### config.mk
export PLATFORM = sky130hd
export DESIGN_NAME = spi_reg_ctrl
export DESIGN_NICKNAME = d
export VERILOG_FILES = /design/src/rtl/spi_reg_pkg.sv /design/src/rtl/rr_arb2.sv /design/src/rtl/spi_reg_ctrl.sv
export SDC_FILE = /design/constraint.sdc
export NUM_CORES = 1
export LEC_CHECK = 0
export ABC_AREA = 1
export CORE_MARGIN = 3
export CORE_UTILIZATION = 50
export CTS_CLUSTER_SIZE = 25
export DETAILED_ROUTE_END_ITERATION = 12
export GPL_ROUTABILITY_DRIVEN = 0
export PLACE_DENSITY = 0.81
export SETUP_SLACK_MARGIN = 0.1
export SYNTH_ARGS = -nofsm -noshare
export SYNTH_HDL_FRONTEND = slang
export SYNTH_SLANG_ARGS = --single-unit
### constraint.sdc
create_clock -name clk_i -period 1.6 [get_ports clk_i]
set_input_delay 0.16 -clock clk_i [delete_from_list [all_inputs] [get_ports clk_i]]
set_output_delay 0.16 -clock clk_i [all_outputs]
set_load 0.005 [all_outputs]
### src/rtl/spi_reg_pkg.sv
// Shared frame layout, register map and FSM state type for the SPI register controller.
package spi_reg_pkg;

    localparam int unsigned RW_BIT   = 15;
    localparam int unsigned ADDR_MSB = 14;
    localparam int unsigned ADDR_LSB = 8;
    localparam int unsigned DATA_MSB = 7;
    localparam int unsigned DATA_LSB = 0;

    localparam int unsigned ADDR_EN_OUT_LO = 0;
    localparam int unsigned ADDR_EN_OUT_HI = 1;
    localparam int unsigned ADDR_EN_PWM_LO = 2;
    localparam int unsigned ADDR_EN_PWM_HI = 3;
    localparam int unsigned ADDR_PWM_DUTY  = 4;
    localparam int unsigned NUM_REGS       = 5;

    typedef enum logic [1:0] {
        StIdle,
        StCheck,
        StErr
    } state_e;

endpackage

### src/rtl/rr_arb2.sv
// Two-requester round-robin arbiter; bit 0 is the SPI receiver, bit 1 the host port.
module rr_arb2 (
    input  logic       clk_i,
    input  logic       rst_i,
    input  logic [1:0] req_i,
    input  logic       accept_i,
    output logic [1:0] gnt_o
);

    // Requester that won the most recent handshake (1 = host).
    logic last_q, last_d;

    always_comb begin
        gnt_o = 2'b00;
        unique case (req_i)
            2'b01:   gnt_o = 2'b01;
            2'b10:   gnt_o = 2'b10;
            2'b11:   gnt_o = last_q ? 2'b01 : 2'b10;
            default: gnt_o = 2'b00;
        endcase
    end

    always_comb begin
        last_d = last_q;
        if (accept_i && (gnt_o != 2'b00)) begin
            last_d = gnt_o[1];
        end
    end

    always_ff @(posedge clk_i) begin
        if (rst_i) begin
            last_q <= 1'b1;
        end else begin
            last_q <= last_d;
        end
    end

endmodule

### src/rtl/spi_reg_ctrl.sv
// Arbitrates SPI/host write frames and commits them into the PWM configuration registers.
// Optional build macro SHADOW_COMMIT_EN stages writes in shadows until a COMMIT_ADDR write.
module spi_reg_ctrl
    import spi_reg_pkg::*;
#(
    parameter int unsigned MAX_ADDR    = 4,
    parameter int unsigned ERR_W       = 8,
    parameter logic [6:0]  COMMIT_ADDR = 7'h7F
) (
    input  logic             clk_i,
    input  logic             rst_i,
    input  logic             spi_valid_i,
    input  logic [15:0]      spi_data_i,
    output logic             spi_ready_o,
    input  logic             host_valid_i,
    input  logic [15:0]      host_data_i,
    output logic             host_ready_o,
    output logic [7:0]       en_reg_out_7_0_o,
    output logic [7:0]       en_reg_out_15_8_o,
    output logic [7:0]       en_reg_pwm_7_0_o,
    output logic [7:0]       en_reg_pwm_15_8_o,
    output logic [7:0]       pwm_duty_cycle_o,
    output logic             wr_err_o,
    output logic [ERR_W-1:0] err_count_o,
    output logic             busy_o
);

    state_e           state_q, state_d;
    logic [15:0]      hold_q, hold_d;
    logic [7:0]       regs_q [NUM_REGS];
    logic [7:0]       regs_d [NUM_REGS];
    logic [ERR_W-1:0] err_cnt_q, err_cnt_d;
    logic [1:0]       req, gnt;
    logic             accept;
    logic             is_wr;
    logic [6:0]       addr;
    logic [7:0]       data;
    logic             in_range;
    logic             has_reg;

`ifdef SHADOW_COMMIT_EN
    logic [7:0]       shadow_q [NUM_REGS];
    logic [7:0]       shadow_d [NUM_REGS];
`endif

    // Requests are only presented while idle, so both readys drop everywhere else.
    assign req = {host_valid_i, spi_valid_i} & {2{state_q == StIdle}};

    rr_arb2 u_arb (
        .clk_i    (clk_i),
        .rst_i    (rst_i),
        .req_i    (req),
        .accept_i (accept),
        .gnt_o    (gnt)
    );

    assign accept       = gnt != 2'b00;
    assign spi_ready_o  = gnt[0];
    assign host_ready_o = gnt[1];

    assign is_wr    = hold_q[RW_BIT];
    assign addr     = hold_q[ADDR_MSB:ADDR_LSB];
    assign data     = hold_q[DATA_MSB:DATA_LSB];
    assign in_range = 32'(addr) <= MAX_ADDR;
    assign has_reg  = 32'(addr) < NUM_REGS;

    always_comb begin
        state_d   = state_q;
        hold_d    = hold_q;
        regs_d    = regs_q;
        err_cnt_d = err_cnt_q;
`ifdef SHADOW_COMMIT_EN
        shadow_d  = shadow_q;
`endif
        unique case (state_q)
            StIdle: begin
                if (accept) begin
                    hold_d  = gnt[0] ? spi_data_i : host_data_i;
                    state_d = StCheck;
                end
            end
            StCheck: begin
                state_d = StIdle;
                if (is_wr) begin
`ifdef SHADOW_COMMIT_EN
                    if (addr == COMMIT_ADDR) begin
                        regs_d = shadow_q;
                    end else if (in_range) begin
                        if (has_reg) shadow_d[addr[2:0]] = data;
                    end else begin
                        state_d = StErr;
                    end
`else
                    if (in_range && (addr != COMMIT_ADDR)) begin
                        if (has_reg) regs_d[addr[2:0]] = data;
                    end else begin
                        state_d = StErr;
                    end
`endif
                end
            end
            StErr: begin
                state_d = StIdle;
                if (err_cnt_q != '1) err_cnt_d = err_cnt_q + ERR_W'(1);
            end
            default: state_d = StIdle;
        endcase
    end

    always_ff @(posedge clk_i) begin
        if (rst_i) begin
            state_q   <= StIdle;
            hold_q    <= '0;
            regs_q    <= '{default: '0};
            err_cnt_q <= '0;
        end else begin
            state_q   <= state_d;
            hold_q    <= hold_d;
            regs_q    <= regs_d;
            err_cnt_q <= err_cnt_d;
        end
    end

`ifdef SHADOW_COMMIT_EN
    always_ff @(posedge clk_i) begin
        if (rst_i) begin
            shadow_q <= '{default: '0};
        end else begin
            shadow_q <= shadow_d;
        end
    end
`endif

    assign en_reg_out_7_0_o  = regs_q[ADDR_EN_OUT_LO];
    assign en_reg_out_15_8_o = regs_q[ADDR_EN_OUT_HI];
    assign en_reg_pwm_7_0_o  = regs_q[ADDR_EN_PWM_LO];
    assign en_reg_pwm_15_8_o = regs_q[ADDR_EN_PWM_HI];
    assign pwm_duty_cycle_o  = regs_q[ADDR_PWM_DUTY];
    assign wr_err_o          = state_q == StErr;
    assign err_count_o       = err_cnt_q;
    assign busy_o            = state_q != StIdle;

endmodule

* Word level (Yosys, flattened, before mapping)
Index checks and enable logic that the tools add are counted.
Cells by class: $add $sub $neg 1, order comparisons 4, eq/ne operators 8, mux-type cells 10, bitwise operators 2, reductions and logical operators 8
Operators with widths (count):
- $bwmux 40 | 1
- $demux 8 s3 | 1
- $mux 16 | 1
- $add 8x1->8 const B | 1
- $mux 2 | 4
- $mux 8 | 1
- $ne 8x8->1 const B | 1
- $le 7x3->1 const B | 1
- $lt 7x3->1 const B | 1
- $ne 7x7->1 const B | 1
- $eq 2x2->1 const B | 3
- $pmux 2 s3 | 1
- $eq 2x1->1 const B | 2
- $ge 4x4->1 const B | 1
- $lt 4x1->1 const B | 1
- $not 3->4 | 1
- $pmux 2 s2 | 1
- $reduce_and 2->1 | 2
- $reduce_and 4->1 | 1
- $reduce_bool 2->1 | 2
- $and 2x2->2 | 1
- $logic_and 1x1->1 | 2
- $logic_not 2->1 | 1
- $ne 2x1->1 const B | 1
Word-level totals: register bits 67, bits of input ports 36, output and inout port bits 52, word-level logic and storage cells 42

* Depth between registers and ports, before layout
depth in word-level cells 7, depth in mapped cells 9, gate-level depth less buffers 9

* Hierarchy
Synthesis repeated with hierarchy kept, for this count alone.
Second synthesis, totals: cell total of the unflattened synthesis 496, area, all modules 3374.5 sq um
By module, submodules not included:
- spi_reg_ctrl | times used 1, cells each 487, area an instance 3314.4 sq um, seq. area each 1321.3 sq um
- rr_arb2 | times used 1, cells each 9, area an instance 60.1 sq um, seq. area each 20.0 sq um

* Worst setup path before layout
No wires, ideal clock.
path type reg2reg, from register err_cnt_q[0] (netlist: err_count_o[0]), to register err_cnt_q[7] (netlist: err_count_o[7]), library setup time 113 ps, data arrival time 1244 ps, data required time 1487 ps, path slack 243 ps, stages on the path, launching flop included 9, period minus slack after synthesis 1357 ps, cell sequence dfxtp_1 ha_1 nand2_1 nor2_1 nand2_1 nand2_1 nor2_1 nor2_1 nor2_1
Between the ends: cells in the longest elaborated chain, start to end 2, elaborated cells between the ends (all ways) 3, classes of those cells add/sub (1); eq/ne (1); reduce/logical (1)
Ends and longest elaborated chain:
- start, declared | RTL line spi_reg_ctrl.sv:32 | logic [ERR_W-1:0] err_cnt_q, err_cnt_d;
- start signal, assigned | RTL line spi_reg_ctrl.sv:120 | err_cnt_q <= err_cnt_d;
- branches (longest 2 deep; another with $add 8x1->8)
Several ways; the timed one is not identified. A chain may end at the register's enable or synchronous reset.

* Final worst setup path
from register state_q[1], to register hold_q[8]
Between the ends: cells in the longest elaborated chain, start to end 6, elaborated cells between the ends (all ways) 9, classes of those cells eq/ne (3); mux (2); bitwise (1); reduce/logical (3)
Ends and longest elaborated chain:
- start, declared | RTL line spi_reg_ctrl.sv:28 | state_e state_q, state_d;
- start signal, assigned | RTL line spi_reg_ctrl.sv:112 | state_q <= StIdle;
- start signal, assigned | RTL line spi_reg_ctrl.sv:117 | state_q <= state_d;
- $logic_not 2->1 * | RTL line spi_reg_ctrl.sv:47, spi_reg_ctrl.sv:75
- $and 2x2->2 | RTL line spi_reg_ctrl.sv:47 | assign req = {host_valid_i, spi_valid_i} & {2{state_q == StIdle}};
- $eq 2x2->1 or $eq 2x1->1 (tied branches) | RTL line rr_arb2.sv:15 | unique case (req_i)
- $pmux 2 s3 | RTL line rr_arb2.sv:15
- $reduce_bool 2->1 | RTL line spi_reg_ctrl.sv:57 | assign accept = gnt != 2'b00;
- $reduce_and 2->1 (no line)
- end signal, assigned | RTL line spi_reg_ctrl.sv:118 | hold_q <= hold_d;
- end, declared | RTL line spi_reg_ctrl.sv:29 | logic [15:0] hold_q, hold_d;
Mark *: on every way between the ends. The rest lies on a longest branch, timed or not.

==> impl_metrics.tcl <==
set metrics [dict create \
    status "complete, no violations" \
    wl_per_cell_um 12.5 \
    cts_buffers 9 \
    holdPathStages 5 \
    drt_wl_total_um 9630 \
    cts_buffer_depth 2 \
    via_per_inst 4.89 \
    min_from "spi_data_i[4]" \
    synth_top_family_by_area "simple AND/OR/NAND/NOR gates" \
    track_usage 0.220 \
    finClkSkew_ns 0.00670 \
    synth_area_per_cell_sq_um 6.45 \
    drv_slew 0 \
    first_iter_violations 248 \
    first_pass_iters 5 \
    slew_headroom 0.710 \
    synth_nets 591 \
    synth_cell_types 25 \
    cts_root_buffer "clkbuf_8" \
    fin_crit_ns 1.54 \
    rr_worst_depth 10 \
    cp-start-kind "flop" \
    grt_antenna_before_repair 0 \
    worstReg2RegStart "state_q[1]$_SDFFE_PP0P_" \
    synth_compound_area_frac 0.00700 \
    cts_tree "yes" \
    rrSetupSlack_ns 0.06 \
    end_kind "flop" \
    post-route-util 0.750 \
    ys_seq_elements 67 \
    p_comb_frac 0.243 \
    path_clk_slew_ns 0.07 \
    core_area_sq_mm 0.00687 \
    dpl_cell_area_sq_mm 0.00457 \
    yosys.area_share.adder 0.00350 \
    initial_utilization 0.520 \
    netlist_area_sq_mm 0.00357 \
    yosysWarnings 0 \
    grt_pass1_vias 3332 \
    rows 30 \
    final_nets 705 \
    required_ns 1.83 \
    p_leak_uw 0.00236 \
    drc 0 \
    seq_area_frac_synth 0.375 \
    r2r-end "hold_q[8]$_SDFFE_PP0P_" \
    pwr-share-clk 0.372 \
    fin_tns_setup_ns 0 \
    hp-class "in2reg" \
    swShare 0.288 \
    power_density_mw_per_mm2 901 \
    ir_drop_uv 492 \
    hold_buffers 0 \
    finalCritPeriodShare 0.962 \
    num_antenna_cells 0 \
    syn_to_final_growth_pct 44.1 \
    rsz0062_at_grt "yes" \
    drv_cap 0 \
    io_buffers 87 \
    die_h_um 90.5 \
    num_io_pins 88 \
    fmax_ghz 0.650 \
    seqPwrFrac 0.385 \
    synth_mux_area_frac 0 \
    path_class "reg2reg" \
    p_int_uw 3300 \
    place_hpwl_um 5910 \
    grt_pass1_wl_um 15100 \
    grt-ovfl-total 0 \
    grt_max_degree 58 \
    drive_gt1_frac 0.144 \
    htreeDepth 3 \
    post-place-ws_ns -0.0221 \
    die_w_um 90.5 \
    final-setup-viol-count 0 \
    finalWorstSetupSlack_ns 0.0611 \
    vias 3759 \
    worstPathMaxFanout 18 \
    hold_violations 0 \
    cts.sinks 67 \
    cp.arrival_ns 1.77 \
    synth-xor-area-share 0.00245 \
    max_slew.worst_pin.slew_ns 0.434 \
    synthCells 554 \
    dieArea_sq_mm 0.00820 \
    yosys.area_share.simple 0.460 \
    clk_latency_ns 0.33 \
    fin_area_sq_mm 0.00515 \
    power_switching_uw 1340 \
    min_to "hold_q[4]$_SDFFE_PP0P_" \
    antenna_left 0 \
    whs_ns 0.482 \
]
[cell usage after synthesis]
cell | count | area (sq um)
o21ai_1 | 1 | 5.00
nand3b_1 | 5 | 37.5
nor2_2 | 3 | 18.8
nor2_1 | 88 | 330
nor4_1 | 1 | 6.26
dfxtp_1 | 67 | 1340
inv_2 | 3 | 11.3
nand3_4 | 5 | 87.6
nand3_1 | 19 | 95.1
buf_4 | 2 | 15.0
clkinv_1 | 1 | 3.75
nand4_1 | 44 | 275
buf_6 | 5 | 56.3
clkbuf_1 | 6 | 22.5
ha_1 | 1 | 12.5
a21oi_1 | 4 | 20.0
nor2_8 | 2 | 40.0
xnor2_1 | 1 | 8.76
nor2_4 | 6 | 67.6
nor3_4 | 1 | 16.3
buf_2 | 9 | 45.0
nand2_2 | 2 | 12.5
nor3_1 | 1 | 5.00
inv_1 | 103 | 387
nand2_1 | 174 | 653
[worst max path at each step]
| stage | from | end | slack (ns) | depth (start not counted) |
|---|---|---|---|---|
| after floorplan | err_count_o[0]$_SDFFE_PP0P_ | err_count_o[7]$_SDFFE_PP0P_ | 0.24 | 8 |
| after detailed placement | spi_valid_i | hold_q[1]$_SDFFE_PP0P_ | -0.02 | 8 |
| after global routing | state_q[1]$_SDFFE_PP0P_ | hold_q[0]$_SDFFE_PP0P_ | -0.03 | 10 |
| after CTS | state_q[1]$_SDFFE_PP0P_ | hold_q[1]$_SDFFE_PP0P_ | 0.08 | 10 |
| after global placement | host_valid_i | host_ready_o | -0.02 | 6 |
| final | state_q[1]$_SDFFE_PP0P_ | hold_q[8]$_SDFFE_PP0P_ | 0.06 | 10 |
[per-layer routing]
metal	track usage	vias to the layer above	wire [um]
met5	0	-	0
met4	0.0829	0	172
met3	0.0333	15	657
met2	0.390	145	4840
met1	0.268	1693	3970
li1	-	1906	-
[power groups by stage]
stage                     Clock (uW)  Sequential (uW)  Combinational [uW]
after detailed placement           0             1820                 873
after global routing            1820             1790                1220
final                           1730             1790                1130
after CTS                       1730             1780                 897
after global placement             0             1810                 855
after floorplan                    0             1800                 634
[critical path, stage by stage (launching register included)]
cell and delay [ns]:
dfxtp_2 0.34, nor2_4 0.12, buf_4 0.12, buf_4 0.10
nand2_2 0.06, buf_4 0.21, nand2_4 0.10, inv_8 0.05
buf_6 0.13, nor2_1 0.15, nor2_1 0.05
[state kept, by name, summed over array words and instances (netlist names)]
| name | flops |
|---|---|
| en_reg_pwm_7_0_o | 8 |
| u_arb.last_q | 1 |
| state_q | 2 |
| hold_q | 16 |
| en_reg_out_7_0_o | 8 |
| err_count_o | 8 |
| pwm_duty_cycle_o | 8 |
| en_reg_out_15_8_o | 8 |
| en_reg_pwm_15_8_o | 8 |
[placed cells by master, fill, tap and decap left out, drive strengths merged, types with 5 or more instances in the layout]
| master | synthesis | layout |
|---|---|---|
| nand3b | 5 | 5 |
| nand4 | 44 | 44 |
| buf | 16 | 35 |
| clkbuf | 6 | 15 |
| clkdlybuf4s50 | 0 | 83 |
| inv | 106 | 106 |
| nand3 | 24 | 24 |
| nor2 | 99 | 99 |
| nand2 | 176 | 176 |
| dfxtp | 67 | 67 |
[cell type report]
cell class,count,area (sq um)
Multi-Input combinational cell,358,1770
Fill cell,526,1720
Sequential cell,67,1350
Timing Repair Buffer,125,1260
Inverter,107,409
Clock buffer,11,141
Tap cell,96,120
Clock inverter,5,100
[per-stage QoR]
step / power, uW / instances
detailed placement: 2690 / 729
floorplan: 2440 / 554
global placement: 2670 / 729
CTS: 4410 / 751
global route: 4830 / 769
finish: 4640 / 769
[cell families (layout without fill, tap and decap cells)]
logic type                 count (synthesis)  in the layout
adders and majority gates                  1              1
xor gates and xnor gates                   1              1
buffers and inverters                    129            248
and+or+nand+nor                          351            351
AOI/OAI and AO/OA                          5              5
DFF                                       67             67
[repair_timing]
item	4_1_cts	5_1_grt
pin swaps	2	6
resized for setup	12	34
endpoints found under the setup margin	13	64
gates cloned	0	3
setup buffers	6	16
No activity file was read; power rests on OpenSTA's default activity.
